<file path="src/rtl/sprite_cmd_queue.sv">
// Sprite command FIFO: replays HPS Avalon writes one word per clock onto the display command bus,
// holding buffer-swap words until vblank starts. Optional stats ports under CMD_QUEUE_STATS_EN.
module sprite_cmd_queue #(
  parameter int         DEPTH       = 16,
  parameter logic [9:0] VBLANK_LINE = 10'd480,
  parameter logic [3:0] SWAP_ACTION = 4'hF
) (
  input  logic                    clk,
  input  logic                    reset,
  input  logic                    avs_chipselect,
  input  logic                    avs_write,
  input  logic [31:0]             avs_writedata,
  output logic                    avs_waitrequest,
  input  logic [9:0]              hcount,
  input  logic [9:0]              vcount,
  output logic [31:0]             cmd_out,
  output logic                    front_buf,
  output logic                    swap_pending
`ifdef CMD_QUEUE_STATS_EN
  ,
  output logic [15:0]             frame_swaps,
  output logic [$clog2(DEPTH):0]  high_water
`endif
);

  localparam int AW = $clog2(DEPTH);
  localparam logic [AW:0] FULL_CNT = (AW+1)'(DEPTH);

  typedef enum logic [0:0] {
    DRAIN    = 1'b0,
    WAIT_VBL = 1'b1
  } state_t;

  state_t          state, next_state;
  logic [31:0]     mem [DEPTH];
  logic [AW-1:0]   wr_ptr, rd_ptr;
  logic [AW:0]     count;
  logic [31:0]     head;
  logic            empty, push, pop, issue_swap, head_is_swap;
  logic            vbl_q, vbl_now, vbl_start;
  logic            unused_hcount;

  // vblank detection is level-edge on vcount only; hcount rate does not matter.
  assign unused_hcount = ^hcount;

  assign head            = mem[rd_ptr];
  assign empty           = (count == '0);
  assign head_is_swap    = (head[20:17] == SWAP_ACTION);
  assign avs_waitrequest = (count == FULL_CNT);
  assign push            = avs_chipselect & avs_write & ~avs_waitrequest;
  assign vbl_now         = (vcount == VBLANK_LINE);
  assign vbl_start       = vbl_now & ~vbl_q;
  assign swap_pending    = (state == WAIT_VBL);

  always_comb begin
    next_state = state;
    pop        = 1'b0;
    issue_swap = 1'b0;
    case (state)
      DRAIN: begin
        if (!empty) begin
          if (head_is_swap) next_state = WAIT_VBL;
          else              pop        = 1'b1;
        end
      end
      WAIT_VBL: begin
        // Everything behind the swap stays queued until this frame boundary.
        if (vbl_start) begin
          pop        = 1'b1;
          issue_swap = 1'b1;
          next_state = DRAIN;
        end
      end
      default: next_state = DRAIN;
    endcase
  end

  always_ff @(posedge clk) begin
    if (push) mem[wr_ptr] <= avs_writedata;
  end

  always_ff @(posedge clk or negedge reset) begin
    if (!reset) begin
      state     <= DRAIN;
      wr_ptr    <= '0;
      rd_ptr    <= '0;
      count     <= '0;
      cmd_out   <= '0;
      front_buf <= 1'b0;
      vbl_q     <= 1'b0;
    end else begin
      state   <= next_state;
      vbl_q   <= vbl_now;
      cmd_out <= pop ? head : 32'h0;
      if (push) wr_ptr <= wr_ptr + 1'b1;
      if (pop)  rd_ptr <= rd_ptr + 1'b1;
      case ({push, pop})
        2'b10:   count <= count + 1'b1;
        2'b01:   count <= count - 1'b1;
        default: count <= count;
      endcase
      if (issue_swap) front_buf <= head[13];
    end
  end

`ifdef CMD_QUEUE_STATS_EN
  always_ff @(posedge clk or negedge reset) begin
    if (!reset) begin
      frame_swaps <= '0;
      high_water  <= '0;
    end else begin
      if (issue_swap)          frame_swaps <= frame_swaps + 16'd1;
      if (count > high_water)  high_water  <= count;
    end
  end
`endif

endmodule
</file>
<file path="config.mk">
export PLATFORM = sky130hd
export DESIGN_NAME = sprite_cmd_queue
export DESIGN_NICKNAME = d
export VERILOG_FILES = /design/src/rtl/sprite_cmd_queue.sv
export SDC_FILE = /design/constraint.sdc
export NUM_CORES = 1
export LEC_CHECK = 0
export BUFFER_PORTS_ARGS = -buffer_cell sky130_fd_sc_hd__buf_2
export CAP_MARGIN = 20
export CORE_MARGIN = 10
export CORE_UTILIZATION = 30
export DETAILED_ROUTE_END_ITERATION = 8
export PLACE_DENSITY = 0.54
export SETUP_SLACK_MARGIN = 0.3
export SLEW_MARGIN = 20
export SYNTH_ARGS = -nofsm -noshare
export SYNTH_HDL_FRONTEND = slang
export SYNTH_SLANG_ARGS = --single-unit
</file>
<file path="constraint.sdc">
create_clock -name clk -period 5.65 [get_ports clk]
set_clock_uncertainty 0.15 [all_clocks]
set_input_delay 0.565 -clock clk [delete_from_list [all_inputs] [get_ports clk]]
set_output_delay 0.565 -clock clk [all_outputs]
set_load 0.005 [all_outputs]
</file>
==> metrics.yaml <==
status: "finished with violations"
violations: "negative hold slack"
max_stage_delay_ns: 0.93
synthAdderAreaFrac_pct: 0.469
dr.pass1.iters: 4
grt_overflow: 0
fp.dieW_um: 287
reg2reg_slack_ns: 1.89
crit_path_start_kind: "register"
r2r_end: "count[4]"
yosysTopAreaCellShare_pct: 72.1
vias: 9452
viasPerCell: 4.67
cts_setup_buffers: 0
stdcell_area_sq_mm: 0.0250
synth_mux_area_share_pct: 16.7
path_class: "reg -> reg"
hold_viol: 14
fin_crit_sh_pct: 66.5
grt_max_degree: 56
drive_above_1_share_pct: 35.1
syn-instance-count: 913
start_util_pct: 30.4
timing.rr.start: "rd_ptr[3]"
crit_slowest_cell: "dfrtp_2"
p_total_mw: 10.7
fp-row-count: 97
yosys.cell_types.count: 44
antenna_found_initial: 6
p_per_area_mw_per_mm2: 430
critPathTopFamily: "simple AND/OR/NAND/NOR gates"
synthSimpleGateAreaFrac_pct: 2.82
timing.fmax_mhz: 266
p_clk_share_pct: 35.3
synth_ff_type: "edfxtp_1"
synth-seq-cells: 560
ir_worst_vdd_v: 0.000232
io_pins: 91
gp_congestion: 0.726
synth_edf_count: 512
setup_viol: 0
clockBufferDepth: 3
cts_sinks: 560
hold_path_class: "in -> async"
nFillCells: 6405
cts_tree: "done"
track_usage_pct: 11.4
grt_pass1_wl_mm: 69.4
hold_buffers: 1
ys_top_cells_by_count: "edfxtp_1, mux4_2, dfrtp_1"
clk_latency_ns: 0.61
critPathMaxFanout: 23
cts-root-buf: "clkbuf_16"
hold_ws_ns: -0.0199
fin_setup_tns_ns: 0
switching_share_pct: 24.8
p_comb_share_pct: 18.8
cp.required_ns: 5.97
ys_warn_count: 0
seq_area_frac_synth_pct: 77.7
area_growth_pct: 17.1
syn_nets: 977
p_seq_share_pct: 45.9
grt_pass1_vias: 10100
synthesis.area_sq_mm: 0.0213
nNetsFinal: 1101
synth.most_common_cell: "edfxtp_1"
cts_resized: 0
power_switching_mw: 2.67
slew_headroom_pct: 29.2
wire_per_inst_um: 23.2
ant_nets: 0
drt_iter0_drc: 779
dp_hpwl_mm: 26.1
path_cells: "nor2b_1, nand2_1, and3_4, nor4_4, o21ba_4, inv_1, ha_1, xor2_1, ha_1, nand3_1, o21ai_0, a222oi_1, nor2_1, xor2_1"
synth_async_sr_flop_share_pct: 8.57
end_kind: "register"
internal-power_mw: 8.08
portBuffers: 80
syn_avg_cell_area_sq_um: 23.4
synthTopCellsByArea: "edfxtp_1, mux4_2, dfrtp_1"
synth_xor_area_share_pct: 0.452
arrival_ns: 4.08
routed_wl_mm: 46.9
cap_violations: 0
tightest_slew_ns: 1.06
drc_errors: 0
num_antenna_cells: 0
r2r_cells: 14
finalMaxSlewViolations: 0
synth_top_family_by_area: "multiplexers"
rsz0062_at_grt: "false"
core_area_sq_mm: 0.0703
crit_buf_inv: 1
leakage_nw: 8.16
synth_compound_area_share_pct: 0.610
clkTransAtPathRegs_ns: 0.06
post_dp_cell_area_sq_mm: 0.0231
numCtsBuffers: 56
synth_top_area_cell: "edfxtp_1"
die_y_um: 287
design.die.area_sq_mm: 0.0822
cts_max_level: 2
fin_crit_ns: 3.76
==> sequential cells by signal, indices dropped and copies added, names as in the netlist <==
name and cells:
swap_pending 1, front_buf 1, rd_ptr 4, count 5
cmd_out 32, vbl_q 1, mem 512, wr_ptr 4
==> worst reg2reg max path: stages (launching register included) <==
cell and delay (ns):
dfrtp_2 0.93, nor2b_1 0.42, nand2_1 0.11, and3_4 0.19, nor4_4 0.41, o21ba_4 0.18
inv_1 0.05, ha_1 0.22, xor2_1 0.16, ha_1 0.21, nand3_1 0.08, o21ai_0 0.07
a222oi_1 0.22, nor2_1 0.09, xor2_1 0.14
==> metrics by stage <==
stage                     util [%]  cells  hold WS (ns)  setup slack [ns]
after global placement        32.7   1915         0.342              1.51
final                         35.6   2024       -0.0199              1.89
after global routing          35.6   2024        0.0448              1.63
after CTS                     35.5   2023       0.00186              1.54
after detailed placement      32.8   1917         0.341              1.58
after floorplan                  -    913         0.119              1.57
==> power groups by stage <==
stage	sequential, mW	clock (mW)	combinational (mW)
after floorplan	4.91	0	1.61
after global placement	5.07	0	1.98
after detailed placement	5.08	0	1.99
after CTS	5.00	3.89	2.00
after global routing	4.96	4.06	2.19
final	4.93	3.79	2.02
==> cell usage in the layout (no fill, tap or decap), drive strengths merged, types with 4 or more instances in the layout <==
cell	count
edfxtp	512
mux4	156
buf	111
clkbuf	74
dfrtp	48
nor2b	34
nor2	25
clkinv	19
nand2	11
nand3	9
ha	8
inv	8
bufinv	7
xnor2	6
xor2	5
nor3	5
and3	5
a22oi	4
nor4	4
==> cells by family after synthesis <==
kind of cell	count (synthesis)
simple gates	106
fa+ha+maj	8
flops	560
buf+inv	52
xor+xnor	11
mux	159
compound gates	17
==> final cells by class <==
cell class	instances	area, sq um	area share (%)
Multi-Input combinational cell	301	4600	18.4
Clock buffer	74	1550	6.20
Tap cell	940	1180	4.71
Sequential cell	560	16600	66.4
Timing Repair Buffer	112	703	2.81
Inverter	6	22.5	0.0901
Clock inverter	31	340	1.36
==> metal layers <==
layer	vias up	track usage [%]	part of all wire, %
met5	-	0	0.15
met2	226	18.6	49
met3	64	2.85	6.0
met4	10	2.58	1.6
met1	5070	15.1	43
li1	4082	-	-
==> worst max-delay path by stage <==
stage                    from        end  slack [ns]  depth (start not counted)
floorplan            count[1]  mem[3][0]        1.57                          7
global placement    rd_ptr[0]   count[4]        1.51                         14
detailed placement  rd_ptr[0]   count[4]        1.58                         13
CTS                 rd_ptr[0]   count[4]        1.54                         13
global route        rd_ptr[0]   count[4]        1.63                         14
finish              rd_ptr[3]   count[4]        1.89                         14
Power figures use the tool's default switching activity.
